## src/rtl/uart_rx_fifo.sv

```systemverilog
// 8N1 UART receiver with a first-word-fall-through byte FIFO.
// The line is sampled at mid-bit through a 2-flop synchroniser; received bytes queue for fabric logic.
module uart_rx_fifo #(
    parameter int CLK_HZ     = 50000000,
    parameter int BAUD       = 115200,
    parameter int FIFO_DEPTH = 16,
    parameter int CW         = $clog2(FIFO_DEPTH) + 1
) (
    input  logic          clk,
    input  logic          rstn,
    input  logic          rxd,
    input  logic          rd_en,
    output logic [7:0]    rd_data,
    output logic          rd_valid,
    output logic [CW-1:0] count,
    output logic          frame_err,
    output logic          overrun
);

    // state   | meaning
    // S_IDLE  | line idle, waiting for a falling edge on rxs
    // S_START | timing to the middle of the start bit to confirm it
    // S_DATA  | sampling 8 data bits LSB-first, one per DIV cycles
    // S_STOP  | sampling the stop bit; high pushes the byte, low flags frame_err
    // S_BREAK | line held low after a framing error, waiting for idle
    localparam int DIV  = (CLK_HZ + BAUD / 2) / BAUD;
    localparam int HALF = DIV / 2;
    localparam int DW   = (DIV > 2) ? $clog2(DIV) : 1;
    localparam int AW   = $clog2(FIFO_DEPTH);

    localparam logic [DW-1:0] DIV_LAST  = DW'(DIV - 1);
    localparam logic [DW-1:0] HALF_LAST = DW'(HALF - 1);
    localparam logic [CW-1:0] FULL_CNT  = CW'(FIFO_DEPTH);

    typedef enum logic [2:0] {
        S_IDLE,
        S_START,
        S_DATA,
        S_STOP,
        S_BREAK
    } state_t;

    state_t          state;
    logic            rx_meta;
    logic            rxs;
    logic [DW-1:0]   cnt;
    logic [2:0]      bit_idx;
    logic [7:0]      shreg;
    logic [7:0]      rx_byte;
    logic            push_req;

    logic [7:0]      mem [FIFO_DEPTH];
    logic [AW-1:0]   wr_ptr;
    logic [AW-1:0]   rd_ptr;
    logic [CW-1:0]   occ;
    logic            full;
    logic            pop;
    logic            push_ok;

    always_ff @(posedge clk or negedge rstn) begin
        if (!rstn) begin
            rx_meta <= 1'b1;
            rxs     <= 1'b1;
        end else begin
            rx_meta <= rxd;
            rxs     <= rx_meta;
        end
    end

    always_ff @(posedge clk or negedge rstn) begin
        if (!rstn) begin
            state     <= S_IDLE;
            cnt       <= '0;
            bit_idx   <= '0;
            shreg     <= '0;
            rx_byte   <= '0;
            push_req  <= 1'b0;
            frame_err <= 1'b0;
        end else begin
            push_req  <= 1'b0;
            frame_err <= 1'b0;
            case (state)
                S_IDLE: begin
                    cnt <= '0;
                    if (!rxs) state <= S_START;
                end
                S_START: begin
                    if (cnt == HALF_LAST) begin
                        cnt <= '0;
                        if (!rxs) begin
                            state   <= S_DATA;
                            bit_idx <= '0;
                        end else begin
                            state <= S_IDLE;
                        end
                    end else begin
                        cnt <= cnt + 1'b1;
                    end
                end
                S_DATA: begin
                    if (cnt == DIV_LAST) begin
                        cnt   <= '0;
                        shreg <= {rxs, shreg[7:1]};
                        if (bit_idx == 3'd7) state <= S_STOP;
                        else bit_idx <= bit_idx + 3'd1;
                    end else begin
                        cnt <= cnt + 1'b1;
                    end
                end
                S_STOP: begin
                    if (cnt == DIV_LAST) begin
                        cnt <= '0;
                        if (rxs) begin
                            rx_byte  <= shreg;
                            push_req <= 1'b1;
                            state    <= S_IDLE;
                        end else begin
                            frame_err <= 1'b1;
                            state     <= S_BREAK;
                        end
                    end else begin
                        cnt <= cnt + 1'b1;
                    end
                end
                S_BREAK: begin
                    cnt <= '0;
                    if (rxs) state <= S_IDLE;
                end
                default: begin
                    state <= S_IDLE;
                    cnt   <= '0;
                end
            endcase
        end
    end

    // A pop frees a slot in the same cycle, so a full FIFO still accepts a simultaneous push.
    assign full    = (occ == FULL_CNT);
    assign pop     = rd_en && rd_valid;
    assign push_ok = push_req && (!full || pop);

    always_ff @(posedge clk or negedge rstn) begin
        if (!rstn) begin
            for (int i = 0; i < FIFO_DEPTH; i++) mem[i] <= '0;
            wr_ptr  <= '0;
            rd_ptr  <= '0;
            occ     <= '0;
            overrun <= 1'b0;
        end else begin
            overrun <= push_req && full && !pop;
            if (push_ok) begin
                mem[wr_ptr] <= rx_byte;
                wr_ptr      <= wr_ptr + 1'b1;
            end
            if (pop) rd_ptr <= rd_ptr + 1'b1;
            if (push_ok && !pop) occ <= occ + 1'b1;
            else if (pop && !push_ok) occ <= occ - 1'b1;
        end
    end

    assign count    = occ;
    assign rd_valid = (occ != '0);
    assign rd_data  = mem[rd_ptr];

endmodule

```

## config.mk

```make
export PLATFORM = sky130hd
export DESIGN_NAME = uart_rx_fifo
export DESIGN_NICKNAME = d
export VERILOG_FILES = /design/src/rtl/uart_rx_fifo.sv
export SDC_FILE = /design/constraint.sdc
export NUM_CORES = 1
export LEC_CHECK = 0
export CAP_MARGIN = 20
export CORE_MARGIN = 4
export CORE_UTILIZATION = 45
export CTS_CLUSTER_DIAMETER = 120
export DETAILED_ROUTE_END_ITERATION = 8
export GPL_ROUTABILITY_DRIVEN = 0
export PLACE_DENSITY = 0.57
export SYNTH_ARGS = -nofsm -noshare
export SYNTH_HDL_FRONTEND = slang
export SYNTH_SLANG_ARGS = --single-unit
```

## constraint.sdc

```tcl
create_clock -name clk -period 5 [get_ports clk]
set_input_delay 1.5 -clock clk [delete_from_list [all_inputs] [get_ports clk]]
set_output_delay 1.5 -clock clk [all_outputs]
set_load 0.02 [all_outputs]
```

==> results by stage, run 1 <==
Global route:
- The global route total overflow is 0.
- Global routing used 25.3% of the available met1 tracks.
- The wire length of the first global-routing pass is 27800 um.
- In the global route stage, met3 resource usage came out at 4.66%.
- The via count of the first global-routing pass is 4925.
- Global routing used 27.6% of the available met2 tracks.
- The global-route usage over all layers is 17.8%.
- The initial antenna violation count is 0.
- The layer carrying the most global-route usage is met2.
- Entering global routing, the biggest net connects 98 pins.

Synth:
- The post-synthesis cell count is 562.
- The cell area after technology mapping is 8250 sq um.
- For this run, the leading register cell type out of synthesis is dfrtp_1.
- The average cell area after synthesis is 14.7 sq um.
- The share of the Yosys chip area taken by registers is 53.7%.
- The fraction of registers with async set/reset is 100%.
- The post-synthesis cell type count is 46.
- For this run, the number of Yosys warnings is 0.
- In this run, synthesis produced a sequential element count of 177.
- The synthesized design contains 0 enable-type register cells.
- When the netlist entered floorplanning its net count stood at 582.

Timing:
- Measured against its own limit, the worst slew margin works out to 27.8%.
- For this run, the top clock speed supported by timing is 0.225 GHz.
- Counting I/O delays and the setup requirement, the final critical path takes 4.45 ns.
- The final hold slack is 0.365 ns.
- Setup repair after global routing left no endpoint under its margin.
- The final max-slew violation count came to 0.
- Setup violations remaining at the end of the flow were counted as 0.
- The final clock period utilization by the worst path is 89.0%.
- The hold violation count in the final report is 0.
- Setup slack closes at 0.551 ns.
- The setup total negative slack is 0 ns.
- At the pin with the least slew margin, the transition time is 1.08 ns.
- The final setup skew is 0.00904 ns.

Setup path:
- The critical path starts at rd_ptr[0].
- Of all nets on the critical path, the largest fanout is 20.
- The arrival time at the worst endpoint is 2.95 ns.
- The startpoint type of the worst setup path is a register.
- The slowest library cell on the worst path is dfrtp_2.
- In this design, the stage delay of the slowest critical-path cell is 0.83 ns.
- Counting cells, the worst reg-to-reg path comes to 10.
- The signal on the critical path passes through buf_12, mux4_2, a22oi_1, nand2_1, clkdlybuf4s50_1.
- The worst register-to-register path begins at count[1].
- Setup slack on the worst reg-to-reg path comes out at 2.02 ns.
- The data required time at the worst endpoint is 3.50 ns.
- The worst setup path is of the register to output port kind.
- The element type at the critical path end is an output port.
- The capture point of the worst reg-to-reg path is count[4].

Clocking:
- The clock slew at the register clock pins of the worst setup and hold paths is 0.07 ns.
- The clock reaches the later pin of the worst-skew pair after 0.43 ns.
- The clock net sink count is 177.
- The clock tree synthesis step divided the H-tree into 4 levels.
- The clock tree from TritonCTS is built.
- The root buffer cell is clkbuf_16.
- Buffers added to address setup during post-CTS repair amount to 0.
- The number of hold buffers added after CTS was 0.
- Once the clock tree was built, the resizer swapped 0 gates to a different size.
- The number of clock buffers added by TritonCTS is 17.
- The number of buffers on the longest clock path is 2.

Power and ir drop:
- In this run the static leakage power is 4.29 nW.
- The ratio of total power to cell area is 310 nW/um^2.
- The worst voltage drop across the vdd grid is 313 uV.
- The design draws 2.89 mW.

Finish:
- Cells fill 51.9% of the core in the end.
- The layout overhead on the synthesized area is 13.3%.
- Registers take 4430 sq um.
- The net total in the final layout is 598.
- The area used by multi-input combinational logic is 3660 sq um.
- The number of antenna diodes in the final layout is 0.
- The final non-filler cell total is 820.
- Counting the fill cells in the layout gives 1537.
- The post-route standard cell area excluding fillers is 9350 sq um.
- Cells with a size suffix above 1 make up 39.9% of the layout.

Worst hold path:
- The number of cells on the worst hold path is 0.
- The classification of the worst-slack hold path is register to register.
- The launch instance of the worst min-delay path is rx_meta.
- For hold timing, the worst endpoint is rxs.

Drt:
- Dividing the detail-routed wire length by the instance count gives 20.4 um.
- The final routed DRC violation total is 0.
- The detail route stage leaves a number of antenna-violating nets equal to 0.
- After detailed routing, the total wire length is 16700 um.
- The number of detailed-route iterations in the first pass is 4.
- The vias per cell is 5.72.
- The number of DRC markers in iteration 0 is 188.
- Summing over every cut layer, the via total after detailed routing is 4688.

Placed design:
- The number of I/O port buffers is 19.
- The sum of net half-perimeters after detailed placement is 10900 um.
- The cell total after placement is 787.
- The total cell area at the placement stage is 8680 sq um.
- The post-placement setup slack is 0.906 ns.

Run:
- Max-cap violations in this run came to 0.

Floorplanning:
- The row count is 49.
- The initial utilization of the core area, before any placement, comes to 45.8%.
- The full die area is 20600 sq um.
- The top-level I/O count is 20.
- Measured along the y axis, the die boundary spans 143 um.
- The area inside the core boundary is 18000 sq um.
- The chip width is 143 um.

Run status:
- The flow ran to the end, and the final reports show no timing, DRC or antenna violations.
flip-flops by register name (all words and copies together), names as in the netlist:
name and flops:
mem 128, cnt 9, rd_ptr 4, rxs 1, wr_ptr 4, rx_meta 1, bit_idx 3, state 3
rx_byte 8, overrun 1, frame_err 1, push_req 1, count 5, shreg 8
cells in the mapped netlist, types with 4 or more instances:
library cell / n / area share (%)
a22o_1: 4 / 0.42
a22oi_1: 16 / 1.5
buf_2: 5 / 0.30
clkbuf_1: 19 / 0.86
dfrtp_1: 175 / 53
ha_1: 15 / 2.3
inv_1: 10 / 0.46
mux2_2: 144 / 20
mux4_2: 32 / 8.7
nand2_1: 27 / 1.2
nand2_2: 4 / 0.30
nand2b_1: 4 / 0.30
nand3_1: 7 / 0.42
nand4_1: 5 / 0.38
nor2_1: 16 / 0.73
nor2b_1: 7 / 0.53
nor3_4: 8 / 1.6
nor4b_4: 4 / 1.2
o21ai_0: 6 / 0.36
xnor2_1: 13 / 1.4
worst max-delay path by stage:
stage | slack [ns] | to | cells past startpoint
6_report | 0.55 | rd_data[0] | 5
5_1_grt | 0.37 | rd_data[4] | 5
4_1_cts | 0.52 | rd_data[4] | 5
3_5_place_dp | 0.91 | count[4] | 10
3_3_place_gp | 0.99 | mem[89] | 5
2_1_floorplan | 1.66 | rd_data[3] | 5
cell families (layout without fill, tap and decap cells):
| group | after synthesis | after routing | synth area share, % |
|---|---|---|---|
| AOI/OAI and AO/OA | 38 | 38 | 3.34 |
| buffers and inverters | 37 | 66 | 1.85 |
| DFF | 177 | 177 | 53.7 |
| and+or+nand+nor | 101 | 101 | 8.34 |
| muxes | 177 | 177 | 28.5 |
| adders and majority gates | 16 | 16 | 2.52 |
| xor gates and xnor gates | 16 | 16 | 1.70 |
power by group:
group / switching [mW] / internal, mW
sequential: 0.000664 / 1.43
combinational: 0.0288 / 0.00441
clock: 0.565 / 0.863
total: 0.594 / 2.30
per-layer routing:
metal,wire length (um),part of all wire (%)
met5,0,0
met3,590,3.5
met2,8180,49
met4,171,1.0
met1,7790,47
cells in the final DEF (no fill, tap or decap), types with 4 or more instances in the layout:
master and count:
nand2b_1 4, clkinv_4 4, xnor2_1 13, dfrtp_1 174, nand4_1 5, ha_1 15
clkdlybuf4s50_1 18, nor4b_4 4, a22oi_1 16, a22o_1 4, mux2_2 144, o21ai_0 6
inv_1 10, nor2b_1 7, clkbuf_16 17, nor2_1 16, bufinv_16 4, nand2_2 4
nor3_4 8, mux4_2 32, nand3_1 7, nand2_1 27
critical path, delay by kind of cell (launching register included):
family	cells	cell delay, ns
AOI/OAI and AO/OA	1	0.27
DFF	1	0.83
and+or+nand+nor	1	0.09
buffers and inverters	2	0.79
muxes	1	0.50
area by class of cell:
cell class | count | share of cell area, %
clock inverter | 13 | 1.98
tap | 229 | 3.07
inverter | 10 | 0.402
clock buffer | 19 | 4.85
sequential | 177 | 47.4
timing repair buffer | 24 | 3.07
multi-input combinational | 348 | 39.2
(Power assumes the default switching activity.)
==> inputs of run 2 (changes only) <==
CORE_MARGIN = not set   (was 4)
==> run 2 against run 1 <==
  * Count of clock-buffer cells in the layout increased by 2
  * Total power decreased by 2.3%
  * Sequential share of layout area increased by 0.31 points
  * Clock skew decreased by 0.0021 ns
  * Combinational power about the same
  * Die area decreased by 8.2%
  * Critical path depth unchanged
  * Wire length about the same
  * Sequential power about the same
  * Core utilization decreased by 0.16 points
  * Critical endpoint is now rd_data[7]
  * Largest cell class unchanged
  * Largest power group unchanged
==> results by stage, run 2 (same netlist as run 1, synthesis figures left out) <==
Finish:
- The post-route standard cell area excluding fillers came to 9290 sq um (-0.66%).
- In the layout the commonest cells are 174 x dfrtp_1, 144 x mux2_2, 32 x mux4_2, 27 x nand2_1, 18 x clkdlybuf4s50_1.
- The largest registers in the layout are mem x128, cnt x9.
- The most frequent standard cell in the layout excluding fill and tap cells is dfrtp_1.
- The number of flip-flops in the largest register is 128 (unchanged).
- The net total in the final layout was 601 (+0.50%).
- The fraction of layout cells with a size suffix above 1 is 40.0% (about the same).
- The register bank with the most flops is mem.
- The layout overhead on the synthesized area is 12.6%.
- The number of antenna cells inserted was 0 (unchanged).

Setup path:
- The highest net fanout along the worst path is 17 (-15%).
- The worst setup path is captured at an output port.
- The origin of the worst setup path is rd_ptr[0].
- The capture point of the worst reg-to-reg path is count[4].
- The arrival time at the worst endpoint is 2.77 ns (-0.18 ns).
- The worst-case reg-to-reg path depth is 10 (unchanged).
- The data required time at the worst endpoint is 3.50 ns (about the same).
- The critical path class is register to output port.
- The startpoint type of the worst setup path is a register.
- The minimum setup slack among reg-to-reg paths is 2.04 ns (+0.02 ns).
- The launch point of the worst reg-to-reg path is count[1].

Timing:
- The number of failing setup endpoints in the final timing report was 0 (unchanged).
- The post-layout minimum cycle time is 4.27 ns (-0.181 ns).
- The final clock period utilization by the worst path is 85.4% (-3.6 points).
- The hold violation count in the final report came to 0 (unchanged).
- The setup total negative slack is 0 ns (unchanged).
- Setup repair after global routing left no endpoint under its margin.
- The final setup skew is 0.00693 ns (-0.00211 ns).
- The maximum achievable frequency is 0.234 GHz (+4.2%).
- The final max-slew violation count is 0 (unchanged).
- The slew at the pin closest to its max-slew limit is 1.04 ns (-0.0444 ns).
- The relative max-transition margin is 30.7% (+3.0 points).

Floorplanning:
- The full die area is 18900 sq um (-8.2%).
- The row count was 49 (unchanged).
- The chip width is 137 um (-4.2%).
- The initial core utilization came to 45.9% (+0.16 points).
- The top-level I/O count is 20 (unchanged).
- The die boundary height is 137 um (-4.2%).
- The area inside the core boundary is 18000 sq um (-0.34%).

Clocking:
- The number of buffers on the longest clock path is 2 (unchanged).
- The number of buffers inserted during clock tree synthesis is 17 (unchanged).
- The clock tree from TritonCTS is built.
- The count of instances resized after the clock tree is built was 0 (unchanged).
- The number of setup buffers added after CTS is 0 (unchanged).
- The number of levels in the clock H-tree came to 4 (unchanged).
- The clock net sink count is 177 (unchanged).
- The root buffer cell is clkbuf_16.
- The clock slew at the register clock pins of the worst setup and hold paths was 0.06 ns (about the same).
- The quantity of hold-fixing buffers added after cts came to 0 (unchanged).
- The insertion delay to the later sink of the worst-skew pair is 0.42 ns (about the same).

Drt:
- The final routed DRC violation total is 0 (unchanged).
- The overall routed net length is 16700 um (about the same).
- The number of detailed-route iterations in the first pass is 4 (unchanged).
- The vias per cell is 5.57 (-2.5%).
- The final routed wire length divided by cell count was 20.4 um (-0.26%).
- The count of vias placed by the detailed router is 4581 (-2.3%).
- The number of DRC markers in iteration 0 is 195 (+3.7%).
- The number of nets with antenna violations after routing is 0 (unchanged).

Worst hold path:
- The number of cells on the worst hold path was 0 (unchanged).
- The path with the worst hold slack has its endpoint at rxs.
- The path class of the tightest hold or removal check is register to register.
- The launch instance of the worst min-delay path is rx_meta.

Power and ir drop:
- The ratio of total power to cell area is 304 nW/um^2 (-1.7%).
- The worst voltage drop across the vdd grid is 214 uV (-32%).
- The total leakage power is 4.28 nW (-0.31%).
- The power after layout is 2.83 mW (-2.3%).

Placed design:
- The sum of net half-perimeters after detailed placement is 11100 um (+1.6%).
- The number of I/O port buffers is 19 (unchanged).
- The total cell area at the placement stage is 8670 sq um (-0.17%).

Run:
- The max-cap violation count came to 0 (unchanged).

Global route:
- The wire length of the first global-routing pass was 27500 um (-1.1%).
- The initial antenna violation count is 0 (unchanged).
- The global route total overflow is 0 (unchanged).
- The largest net degree at the start of global routing is 105 (+7.1%).
- The global-route usage over all layers came to 20.0% (+2.2 points).
- The via count of the first global-routing pass came to 4957 (+0.65%).

Run status:
- The flow ran to the end, and the final reports show no timing, DRC or antenna violations.
==> run 2: changes by cell type in the layout (fill, tap and decap cells not counted), sizes merged <==
cell    delta
buf        +3
clkbuf     +2
clkinv     -2
bufinv     -1
==> run 2: power breakdown <==
group	internal, mW	switching [mW]	leakage [nW]
logic	0.00433	0.0290	1.54
registers	1.43	0.000723	2.44
clock network	0.821	0.539	0.295
total	2.26	0.569	4.28
==> run 2: layout make-up <==
| type | instances | area [sq um] |
|---|---|---|
| clock buffer | 21 | 470 |
| inverter | 10 | 37.5 |
| timing repair buffer | 27 | 259 |
| sequential | 177 | 4430 |
| fill | 1529 | 8680 |
| multi-input combinational | 348 | 3660 |
| clock inverter | 10 | 134 |
| tap | 229 | 287 |
==> run 2: worst max-delay path by stage <==
stage	endpoint	slack (ns)	cells after the start
floorplan	rd_data[3]	1.66	5
global route	rd_data[7]	0.61	5
CTS	rd_data[7]	0.63	5
global placement	count[4]	0.99	10
detailed placement	count[4]	0.85	10
finish	rd_data[7]	0.73	5
==> run 2: critical path, cell delays in order (launching register included) <==
cell             delay (ns)
dfrtp_2                0.44
buf_4                  0.37
mux4_2                 0.56
a22oi_1                0.28
nand2_1                0.13
clkdlybuf4s50_1        0.56
==> run 2: metrics by stage <==
| step | hold slack (ns) | util, % | setup WS, ns | cells |
|---|---|---|---|---|
| floorplan | 0.345 | - | 1.66 | 562 |
| global placement | 0.346 | 48.2 | 0.994 | 790 |
| detailed placement | 0.348 | 48.2 | 0.848 | 790 |
| CTS | 0.358 | 51.6 | 0.631 | 821 |
| global route | 0.363 | 51.7 | 0.606 | 822 |
| finish | 0.356 | 51.7 | 0.732 | 822 |
==> run 2: metal layers <==
layer	routed length (um)	vias to the layer above	global-route usage [%]
met1	7870	2403	27.0
met5	0	-	0
li1	-	2115	-
met2	8230	52	32.5
met4	141	0	5.37
met3	484	11	4.38
==> inputs of run 3 (changes only) <==
GPL_TIMING_DRIVEN = 0   (was not set)
==> run 3 against run 2 <==
  * First-iteration DRC count increased by 29%
  * Cell count increased by 2.6%
  * Final area increased by 1.0%
  * Critical path depth increased by 1
  * Critical path type unchanged
  * Combinational power increased by 3%
  * Core utilization increased by 0.54 points
  * Die area unchanged
  * Highest routed layer unchanged
  * Setup slack got worse by 0.49 ns
==> results by stage, run 3 (same netlist as run 1, synthesis figures left out) <==
Run status:
- The flow ran to the end, and the final reports show no timing, DRC or antenna violations.

Global route:
- The largest net degree at the start of global routing came to 124 (+18%).
- The global route total overflow is 0 (unchanged).
- The global-route usage over all layers is 20.1% (+0.12 points).
- The initial antenna violation count came to 0 (unchanged).
- The wire length of the first global-routing pass is 27800 um (+0.93%).
- The via count of the first global-routing pass is 5035 (+1.6%).

Timing:
- The final hold slack is 0.358 ns (+0.00236 ns).
- The relative max-transition margin is 39.1% (+8.3 points).
- The post-layout minimum cycle time is 4.76 ns (+0.491 ns).
- The hold violation count in the final report came to 0 (unchanged).
- The maximum achievable frequency was 0.210 GHz (-10%).
- Setup repair after global routing left no endpoint under its margin.
- The final clock period utilization by the worst path is 95.2% (+9.8 points).
- The final max-slew violation count came to 0 (unchanged).
- The slew at the pin closest to its max-slew limit is 0.914 ns (-0.125 ns).
- The setup total negative slack is 0 ns (unchanged).
- The final setup skew was 0.00767 ns (+0.000736 ns).
- The least setup slack across all paths after layout came to 0.240 ns (-0.491 ns).
- The number of failing setup endpoints in the final timing report came to 0 (unchanged).

Power and ir drop:
- The power after layout is 2.86 mW (+1.1%).
- The total leakage power is 4.31 nW (+0.63%).
- The worst voltage drop across the vdd grid is 221 uV (+3.6%).
- The ratio of total power to cell area is 305 nW/um^2 (about the same).

Finish:
- The net total in the final layout is 621 (+3.3%).
- The library cells used most frequently in the layout, excluding fill and tap cells, are 175 x dfrtp_1, 144 x mux2_2, 32 x mux4_2, 27 x nand2_1, 19 x clkbuf_1.
- The final non-filler cell total was 843 (+2.6%).
- In the final layout, the registers with the most flip-flops are mem x128, cnt x9.
- The number of antenna cells inserted is 0 (unchanged).
- The number of flip-flops in the largest register is 128 (unchanged).
- The register bank with the most flops is mem.
- The fraction of layout cells with a size suffix above 1 is 38.6% (-1.4 points).
- The post-route standard cell area excluding fillers is 9380 sq um (+1.0%).
- From synthesis to final layout, the design area changed by 13.7%.
- The post-route core utilization came to 52.2% (+0.54 points).
- Leaving out fill and tap cells, the most frequent cell in the layout is dfrtp_1.

Setup path:
- The arrival time at the worst endpoint is 3.26 ns (+0.49 ns).
- The worst setup path is captured at an output port.
- The largest incremental delay on the critical path is 0.74 ns (+0.18 ns).
- Among the stages of the critical path, the cell type that occurs most often is clkbuf_1.
- STA classifies the critical path startpoint as a register.
- Walking the worst path, the cells encountered are clkbuf_1, clkbuf_1, mux4_2, a22oi_1, nand2_1, clkdlybuf4s50_1.
- The critical path is of the register to output port type.
- The highest net fanout along the worst path was 10 (-7).
- The data required time at the worst endpoint is 3.50 ns (about the same).
- The slowest stage of the critical path belongs to the cell clkbuf_1.

Clocking:
- TritonCTS built the clock tree.
- The clock slew at the register clock pins of the worst setup and hold paths was 0.07 ns (about the same).
- The number of buffers inserted during clock tree synthesis was 17 (unchanged).
- The insertion delay to the later sink of the worst-skew pair came to 0.42 ns (about the same).
- CTS placed an instance of clkbuf_16 at the clock tree root.
- The clock net sink count is 177 (unchanged).
- The number of buffers on the longest clock path is 2 (unchanged).
- The number of setup buffers added after CTS was 0 (unchanged).
- The number of levels in the clock H-tree was 4 (unchanged).
- The count of instances resized after the clock tree is built was 0 (unchanged).
- The quantity of hold-fixing buffers added after cts is 0 (unchanged).

Worst hold path:
- The classification of the worst-slack hold path is register to register.

Drt:
- The number of nets with antenna violations after routing came to 0 (unchanged).
- The count of vias placed by the detailed router came to 4674 (+2.0%).
- The vias per cell is 5.54 (-0.51%).
- The overall routed net length is 17100 um (+2.1%).
- The final routed DRC violation total is 0 (unchanged).
- The final routed wire length divided by cell count is 20.3 um (-0.43%).
- The number of detailed-route iterations in the first pass is 4 (unchanged).
- The number of DRC markers in iteration 0 is 252 (+29%).

Floorplanning:
- The area inside the core boundary came to 18000 sq um (unchanged).
- The chip width came to 137 um (unchanged).
- The row count is 49 (unchanged).
- The initial core utilization is 45.9% (unchanged).
- The top-level I/O count is 20 (unchanged).
- The full die area was 18900 sq um (unchanged).
- The die boundary height is 137 um (unchanged).

Run:
- The max-cap violation count is 0 (unchanged).

Placed design:
- The post-placement setup slack came to 0.644 ns (-0.204 ns).
- The sum of net half-perimeters after detailed placement is 11800 um (+6.4%).
- The total cell area at the placement stage was 8760 sq um (+1.1%).
- The cell total after placement is 811 (+2.7%).
- The number of I/O port buffers is 19 (unchanged).
==> run 3: cell types whose count changed in the layout (fill, tap and decap cells not counted), moves of 2 or more <==
cell        change
clkbuf_1       +18
buf_4           -7
buf_1           +2
buf_2           +5
clkinvlp_4      +2
clkinv_2        -2
==> run 3: cell type report <==
class | instances | area, sq um
tap | 229 | 287
sequential | 177 | 4430
multi-input combinational | 348 | 3660
fill | 1512 | 8580
inverter | 10 | 37.5
clock inverter | 12 | 156
buffer | 27 | 115
clock buffer | 20 | 467
timing repair buffer | 20 | 223
==> run 3: final timing paths <==
path	end	slack, ns	cells past startpoint	startpoint
worst max-delay path	rd_data[6]	0.24	6	rd_ptr[1]
worst min-delay path	rxs	0.36	0	rx_meta
min in group asynchronous	mem[120]	1.00	1	rstn
worst max register to register	count[4]	1.94	10	count[1]
max in group asynchronous	cnt[0]	3.05	2	rstn
worst min register to register	rxs	0.36	0	rx_meta
==> run 3: critical path: cells and delay by family, from the launching register on <==
| kind | cells | cell delay, ns |
|---|---|---|
| simple gates | 1 | 0.13 |
| mux | 1 | 0.42 |
| flops | 1 | 0.36 |
| compound gates | 1 | 0.23 |
| buf+inv | 3 | 1.70 |
==> run 3: power breakdown <==
| part | leakage [nW] | switching, mW | internal [mW] |
|---|---|---|---|
| clock | 0.295 | 0.563 | 0.828 |
| combinational | 1.57 | 0.0290 | 0.00540 |
| sequential | 2.44 | 0.000693 | 1.43 |
| total | 4.31 | 0.592 | 2.27 |
==> run 3: per-layer routing <==
layer	part of all wire, %	wire (um)	vias to the layer above	GRT usage, %
met1	48	8120	2466	27.6
met5	0	0	-	0
met4	0.91	156	0	5.01
met3	2.2	376	12	4.08
li1	-	-	2140	-
met2	49	8420	56	32.7
